--- src/rtl/lcd_text_writer.sv ---
// HD44780-class character LCD writer: power-up wait, init, ROWS x COLS frame
// refresh from a per-frame text snapshot, and a host command channel.
module lcd_text_writer #(
   parameter int COLS         = 16,
   parameter int ROWS         = 2,
   parameter int EN_CYC       = 20,
   parameter int CMD_CYC      = 2500,
   parameter int CLR_CYC      = 85000,
   parameter int PWR_CYC      = 750000,
   parameter bit AUTO_REFRESH = 1'b1
) (
   input  logic                   iCLK_50,
   input  logic                   iRST_N,
   input  logic [ROWS*COLS*8-1:0] iText,
   input  logic                   iUpdate,
   input  logic                   iCmd_valid,
   input  logic [7:0]             iCmd,
   output logic                   oCmd_ready,
   output logic                   oLCD_EN,
   output logic                   oLCD_RS,
   output logic [7:0]             oLCD_D,
   output logic                   oBusy,
   output logic                   oFrameDone
);

   localparam int TW    = ROWS * COLS * 8;
   localparam int CMAX  = (PWR_CYC > CLR_CYC) ? PWR_CYC : CLR_CYC;
   localparam int CNT_W = $clog2(CMAX + 1);
   localparam int CW    = (COLS > 1) ? $clog2(COLS) : 1;

   localparam logic [CNT_W-1:0] PWR_LAST = CNT_W'(PWR_CYC - 1);
   localparam logic [CNT_W-1:0] EN_LAST  = CNT_W'(EN_CYC - 1);
   localparam logic [CNT_W-1:0] CMD_LAST = CNT_W'(CMD_CYC - 1);
   localparam logic [CNT_W-1:0] CLR_LAST = CNT_W'(CLR_CYC - 1);
   localparam logic [CW-1:0]    COL_LAST = CW'(COLS - 1);
   localparam logic [1:0]       ROW_LAST = 2'(ROWS - 1);

   typedef enum logic [2:0] {S_PWR, S_INIT, S_IDLE, S_FRAME, S_CMD} state_t;
   typedef enum logic [1:0] {P_SETUP, P_STROBE, P_WAIT} phase_t;

   state_t           r_state;
   phase_t           r_phase;
   logic [CNT_W-1:0] r_cnt;
   logic [1:0]       r_init_idx;
   logic [1:0]       r_row;
   logic [CW-1:0]    r_col;
   logic             r_addr;
   logic [TW-1:0]    r_snap;

   logic             w_clr;
   logic [CNT_W-1:0] w_wait_last;
   logic             w_byte_done;
   logic [TW-1:0]    w_snap_shift;

   function automatic logic [7:0] init_byte(input logic [1:0] i);
      case (i)
         2'd0:    init_byte = 8'h38;
         2'd1:    init_byte = 8'h0C;
         2'd2:    init_byte = 8'h01;
         default: init_byte = 8'h06;
      endcase
   endfunction

   function automatic logic [7:0] row_addr(input logic [1:0] r);
      case (r)
         2'd0:    row_addr = 8'h80;
         2'd1:    row_addr = 8'hC0;
         2'd2:    row_addr = 8'h80 | 8'(COLS);
         default: row_addr = 8'h80 | (8'h40 + 8'(COLS));
      endcase
   endfunction

   // RS/D are held for the whole byte, so the wait length follows the outputs.
   assign w_clr        = !oLCD_RS && (oLCD_D == 8'h01 || oLCD_D == 8'h02);
   assign w_wait_last  = w_clr ? CLR_LAST : CMD_LAST;
   assign w_byte_done  = (r_phase == P_WAIT) && (r_cnt == w_wait_last);
   assign w_snap_shift = r_snap << 8;

   assign oBusy      = (r_state != S_IDLE);
   assign oCmd_ready = (r_state == S_IDLE) && iCmd_valid;

   always_ff @(posedge iCLK_50 or negedge iRST_N) begin
      if (!iRST_N) begin
         r_state    <= S_PWR;
         r_phase    <= P_SETUP;
         r_cnt      <= '0;
         r_init_idx <= '0;
         r_row      <= '0;
         r_col      <= '0;
         r_addr     <= 1'b0;
         r_snap     <= '0;
         oLCD_EN    <= 1'b0;
         oLCD_RS    <= 1'b0;
         oLCD_D     <= 8'h00;
         oFrameDone <= 1'b0;
      end else begin
         oFrameDone <= 1'b0;
         case (r_state)
            S_PWR: begin
               if (r_cnt == PWR_LAST) begin
                  r_state    <= S_INIT;
                  r_init_idx <= 2'd0;
                  oLCD_D     <= init_byte(2'd0);
                  oLCD_RS    <= 1'b0;
                  r_phase    <= P_SETUP;
               end else begin
                  r_cnt <= r_cnt + CNT_W'(1);
               end
            end
            S_IDLE: begin
               if (iCmd_valid) begin
                  r_state <= S_CMD;
                  oLCD_D  <= iCmd;
                  oLCD_RS <= 1'b0;
                  r_phase <= P_SETUP;
               end else if (iUpdate || AUTO_REFRESH) begin
                  r_state <= S_FRAME;
                  r_snap  <= iText;
                  r_row   <= 2'd0;
                  r_col   <= '0;
                  r_addr  <= 1'b1;
                  oLCD_D  <= row_addr(2'd0);
                  oLCD_RS <= 1'b0;
                  r_phase <= P_SETUP;
               end
            end
            default: begin
               case (r_phase)
                  P_SETUP: begin
                     oLCD_EN <= 1'b1;
                     r_phase <= P_STROBE;
                     r_cnt   <= '0;
                  end
                  P_STROBE: begin
                     if (r_cnt == EN_LAST) begin
                        oLCD_EN <= 1'b0;
                        r_phase <= P_WAIT;
                        r_cnt   <= '0;
                     end else begin
                        r_cnt <= r_cnt + CNT_W'(1);
                     end
                  end
                  default: begin
                     if (!w_byte_done) begin
                        r_cnt <= r_cnt + CNT_W'(1);
                     end else if (r_state == S_INIT) begin
                        if (r_init_idx == 2'd3) begin
                           r_state <= S_IDLE;
                        end else begin
                           r_init_idx <= r_init_idx + 2'd1;
                           oLCD_D     <= init_byte(r_init_idx + 2'd1);
                           r_phase    <= P_SETUP;
                        end
                     end else if (r_state == S_CMD) begin
                        r_state <= S_IDLE;
                     end else if (r_addr) begin
                        // Current character always sits in the top byte of the snapshot.
                        r_addr  <= 1'b0;
                        r_col   <= '0;
                        oLCD_D  <= r_snap[TW-1 -: 8];
                        oLCD_RS <= 1'b1;
                        r_phase <= P_SETUP;
                     end else begin
                        r_snap <= w_snap_shift;
                        if (r_col != COL_LAST) begin
                           r_col   <= r_col + CW'(1);
                           oLCD_D  <= w_snap_shift[TW-1 -: 8];
                           oLCD_RS <= 1'b1;
                           r_phase <= P_SETUP;
                        end else if (r_row != ROW_LAST) begin
                           r_row   <= r_row + 2'd1;
                           r_addr  <= 1'b1;
                           oLCD_D  <= row_addr(r_row + 2'd1);
                           oLCD_RS <= 1'b0;
                           r_phase <= P_SETUP;
                        end else begin
                           r_state    <= S_IDLE;
                           oFrameDone <= 1'b1;
                        end
                     end
                  end
               endcase
            end
         endcase
      end
   end

endmodule

--- config.mk ---
export PLATFORM = sky130hd
export DESIGN_NAME = lcd_text_writer
export DESIGN_NICKNAME = d
export VERILOG_FILES = /design/src/rtl/lcd_text_writer.sv
export SDC_FILE = /design/constraint.sdc
export NUM_CORES = 1
export LEC_CHECK = 0
export CAP_MARGIN = 30
export CORE_ASPECT_RATIO = 0.9
export CORE_MARGIN = 10
export CORE_UTILIZATION = 50
export DETAILED_ROUTE_END_ITERATION = 8
export PLACE_DENSITY = 0.78
export REMOVE_ABC_BUFFERS = 1
export SLEW_MARGIN = 20
export SYNTH_ARGS = -nofsm -noshare
export SYNTH_HDL_FRONTEND = slang
export SYNTH_SLANG_ARGS = --single-unit
--- constraint.sdc ---
create_clock -name iCLK_50 -period 3 [get_ports iCLK_50]
set_clock_uncertainty 0.05 [all_clocks]
set_input_delay 0.3 -clock iCLK_50 [delete_from_list [all_inputs] [get_ports iCLK_50]]
set_output_delay 0.3 -clock iCLK_50 [all_outputs]
set_load 0.01 [all_outputs]
==> key figures <==
Drt
  • WL final: 38960 um
  • Vias per cell: 5.482
  • Wirelength per Cell: between 15 and 20 um
  • First-pass iteration count of the detailed router: 5
  • Via count: about 13000
  • Count of unresolved DRC violations after routing: 0
  • Routed Antenna Nets: 0
  • Violation count after the first detailed-route iteration: ~1100

Timing
  • Number of hold violations in the final report: 0
  • Number of failing setup endpoints in the final timing report: 0
  • Maximum operating frequency: 359.1 MHz
  • Headroom to the max-slew limit: 0.4455
  • Measured slew at the worst slew-check pin: 0.8286 ns
  • Worst Hold Slack: about 0.24 ns
  • Final worst path period share: 0.9282
  • Sum of negative setup slack: 0 ns
  • Setup repair after global routing missed its margin: false
  • Total count of max-transition violations in the final report: 0
  • Shortest clock period the worst path allows after layout: between 2 and 3 ns

CTS
  • TritonCTS clock tree: built
  • Clock transition time at the flip-flop clock pins of the worst setup and hold paths: approximately 0.060 ns
  • Clock tree sinks: 301
  • Library cell used as clock root buffer: sky130_fd_sc_hd__clkbuf_16
  • Clock insertion delay at the later pin of the skew report: approximately 0.57 ns
  • Number of buffers added by the clock tree synthesis step: 31
  • Clock tree buffer depth: 3
  • Total number of H-tree levels: 1

Layout
  • Fraction of layout cells with a size suffix above 1: 0.05439
  • Fill count: 2292
  • Final nets: 2200
  • Area used by multi-input combinational logic: approximately 6000 um2
  • Post-Route Utilization: 0.6550
  • Final std cell area, no fill: roughly 18000 um2
  • Sequential cell area: roughly 7500 um2
  • Area growth from synthesis to final layout: 28.49%

Floorplanning
  • Height of the die: roughly 180 um
  • Die area: around 36000 um2
  • Floorplan core area: 28080 um2
  • Horizontal die dimension: 198.4 um
  • Row Count: 58
  • Initial Util: 0.5097
  • Number of ports placed on the die boundary: roughly 280

Outcome
  • Run status: finished, final reports clean

Synth
  • Synthesized flop and latch total: between 300 and 400
  • Largest cells by area after synthesis: sky130_fd_sc_hd__dfrtp_1 (53%), sky130_fd_sc_hd__nand2_1 (14%), sky130_fd_sc_hd__a31oi_1 (11%), sky130_fd_sc_hd__nor2_1 (7.3%), sky130_fd_sc_hd__clkbuf_1 (1.7%)
  • Mean post-synth cell area: 8.421 um2
  • Most common library cells after synthesis: sky130_fd_sc_hd__nand2_1 (530), sky130_fd_sc_hd__dfrtp_1 (301), sky130_fd_sc_hd__nor2_1 (277), sky130_fd_sc_hd__a31oi_1 (254), sky130_fd_sc_hd__clkbuf_1 (64)
  • Post-Syn Instances: 1700
  • Async set-reset flop share out of synthesis: 1.000
  • Library cell with the highest instance count after synthesis: sky130_fd_sc_hd__nand2_1
  • Library cell occupying the most area in the post-synthesis netlist: sky130_fd_sc_hd__dfrtp_1
  • Number of distinct library cells after synthesis: 55
  • Synth warnings: 0
  • Area of the mapped netlist: 14310 um2
  • Sequential element share of the synthesized area: 0.5262
  • Count of flip-flops with a built-in enable after synthesis: 0
  • Share of the synthesized area in the top cell type: 0.5262
  • Flip-flop cell with the highest count after synthesis: sky130_fd_sc_hd__dfrtp_1

Placement
  • Total of buffers placed on input and output ports: 279
  • Dpl cell area: roughly 17000 um2
  • Post-DP HPWL: around 27000 um
  • Last weighted congestion value of the routability-driven placer: approximately 0.87

Pwr
  • Fraction of power consumed by sequential logic: 0.475
  • Cell-internal power: about 9 mW
  • Switching fraction of total power: 0.2915
  • Combinational group share of total power: 0.224
  • Leakage power summed over all cells: 8.033 nW
  • IR Drop Worst-Case VDD: approximately 0.42 mV
  • Clock Power Share: 0.301
  • P_sw: approximately 3.7 mW
  • Pwr/cell area: slightly below 700 nW/um2

Critical path
  • Critical setup path kind: reg -> reg
  • Delay of the slowest cell on the worst path: around 0.54 ns
  • CP max stage cell: sky130_fd_sc_hd__or4_4
  • Type of element capturing the critical path: register
  • Critical path launch point type: register
  • Buffering stage count on the worst path with inverters included: 2
  • Arrival @ worst endpoint: approximately 3.2 ns
  • Kind of cell adding the most delay to the critical path: simple AND/OR/NAND/NOR gates
  • Cells traversed along the worst timing path: ha_2 > nor4b_4 > nand4_2 > or4_4 > o21ai_4 > buf_4 > buf_16 > nor2_1 > a31oi_1
  • Required time reported for the critical path endpoint: 3.43 ns
  • Critical-path maximum fanout: 67

GRT
  • First-pass GRT wire length: ~64000 um
  • Number of global-route vias before repair: around 12000
  • Overall overflow remaining after global route: 0
  • Largest net degree at the start of global routing: 150
  • Initial antenna violation count: 8
  • GRT Overall Usage: 0.2126

Flow run
  • Max-cap violations: 0

Hold path
  • Path category of the worst min-delay check: in -> reg
==> logic make-up (layout without fill, tap and decap cells) <==
group	count (synthesis)	count (layout)	synth area share
AO/OA/AOI/OAI	356	356	0.1573
XOR/XNOR	1	1	0.0006119
adder cells (fa/ha/maj)	8	8	0.006817
buffers and inverters	138	387	0.05174
flip-flops	301	301	0.5262
multiplexers	14	14	0.01049
other	0	4	0
AND/OR/NAND/NOR	882	882	0.2468
==> cells in the final DEF, fill, tap and decap left out, types with 7 or more instances in the layout <==
cell type                         count
sky130_fd_sc_hd__and3_1               7
sky130_fd_sc_hd__nand2_1            530
sky130_fd_sc_hd__a31oi_1            254
sky130_fd_sc_hd__a22o_1              11
sky130_fd_sc_hd__a21oi_1             12
sky130_fd_sc_hd__o31ai_1             13
sky130_fd_sc_hd__mux2_2               8
sky130_fd_sc_hd__clkdlybuf4s50_1    278
sky130_fd_sc_hd__buf_4               23
sky130_fd_sc_hd__nand2b_1             7
sky130_fd_sc_hd__buf_12              11
sky130_fd_sc_hd__dfrtp_1            301
sky130_fd_sc_hd__clkbuf_1            10
sky130_fd_sc_hd__inv_1               12
sky130_fd_sc_hd__o21ai_0             41
sky130_fd_sc_hd__clkbuf_16           31
sky130_fd_sc_hd__nand3_1             19
sky130_fd_sc_hd__clkbuf_8            10
sky130_fd_sc_hd__nor3_1               7
sky130_fd_sc_hd__nor2_1             277
==> stage by stage <==
step	setup WS [ns]	std cells	power [mW]
after global routing	0.04676	2311	13.56
final	0.2154	2313	12.73
after detailed placement	0.2280	2251	8.947
after floorplan	-15.39	1575	7.910
after CTS	0.1953	2309	12.82
after global placement	0.1177	2251	8.757
==> path summary, 6_finish.rpt <==
| path | from | to | slack, ns | depth (start not counted) |
|---|---|---|---|---|
| worst min-delay path | iText[73] | r_snap[73] | 0.24 | 3 |
| worst min register to register | r_snap[1] | r_snap[1] | 0.45 | 1 |
| min in group asynchronous | iRST_N | r_snap[176] | 0.30 | 2 |
| worst max-delay path | r_cnt[0] | r_snap[205] | 0.22 | 9 |
| worst max register to register | r_cnt[0] | r_snap[205] | 0.22 | 9 |
| max in group asynchronous | iRST_N | r_snap[228] | 1.82 | 3 |
==> area by class of cell <==
type	instances	share of cell area
diodes	4	0.0005442
clock buffers	51	0.05170
clock inverters	6	0.003469
inverters	13	0.003061
multi-input cells	1261	0.3296
flip-flops and latches	301	0.4095
well taps	360	0.02449
repair buffers	317	0.1776
==> registers in the layout, indices dropped and copies added, names as in the netlist <==
register	count
r_phase	2
oLCD_RS	1
oLCD_EN	1
r_row	2
r_snap	256
r_cnt	20
r_state	3
r_addr	1
r_col	4
r_init_idx	2
oFrameDone	1
oLCD_D	8
==> worst reg2reg max path, stage by stage, from the launching register on <==
cell                      delay (ns)
sky130_fd_sc_hd__dfrtp_1        0.41
sky130_fd_sc_hd__ha_2           0.25
sky130_fd_sc_hd__nor4b_4        0.29
sky130_fd_sc_hd__nand4_2        0.22
sky130_fd_sc_hd__or4_4          0.54
sky130_fd_sc_hd__o21ai_4        0.20
sky130_fd_sc_hd__buf_4          0.23
sky130_fd_sc_hd__buf_16         0.26
sky130_fd_sc_hd__nor2_1         0.11
sky130_fd_sc_hd__a31oi_1        0.14
==> metal layers <==
metal | vias to the layer above | track usage | part of all wire
met3 | 58 | 0.06609 | 0.084
met2 | 355 | 0.3301 | 0.46
li1 | 6228 | - | -
met5 | - | 0 | 0.0019
met1 | 6032 | 0.2837 | 0.43
met4 | 8 | 0.04948 | 0.020
==> power by group through the flow <==
stage	registers (mW)	logic [mW]	clock network (mW)
2_1_floorplan	6.00	1.92	0
3_3_place_gp	6.02	2.74	0
3_5_place_dp	6.09	2.85	0
4_1_cts	6.04	2.87	3.91
5_1_grt	6.20	3.28	4.08
6_report	6.05	2.85	3.83
==> timing repair <==
action                                  in CTS  in global routing
setup buffers                                0                  0
gates resized for setup                      0                  4
hold endpoints to repair                    73                  0
endpoints found under the setup margin       0                  7
hold buffers                                 1                  0
Note: power is estimated with default switching activity, not from simulation.
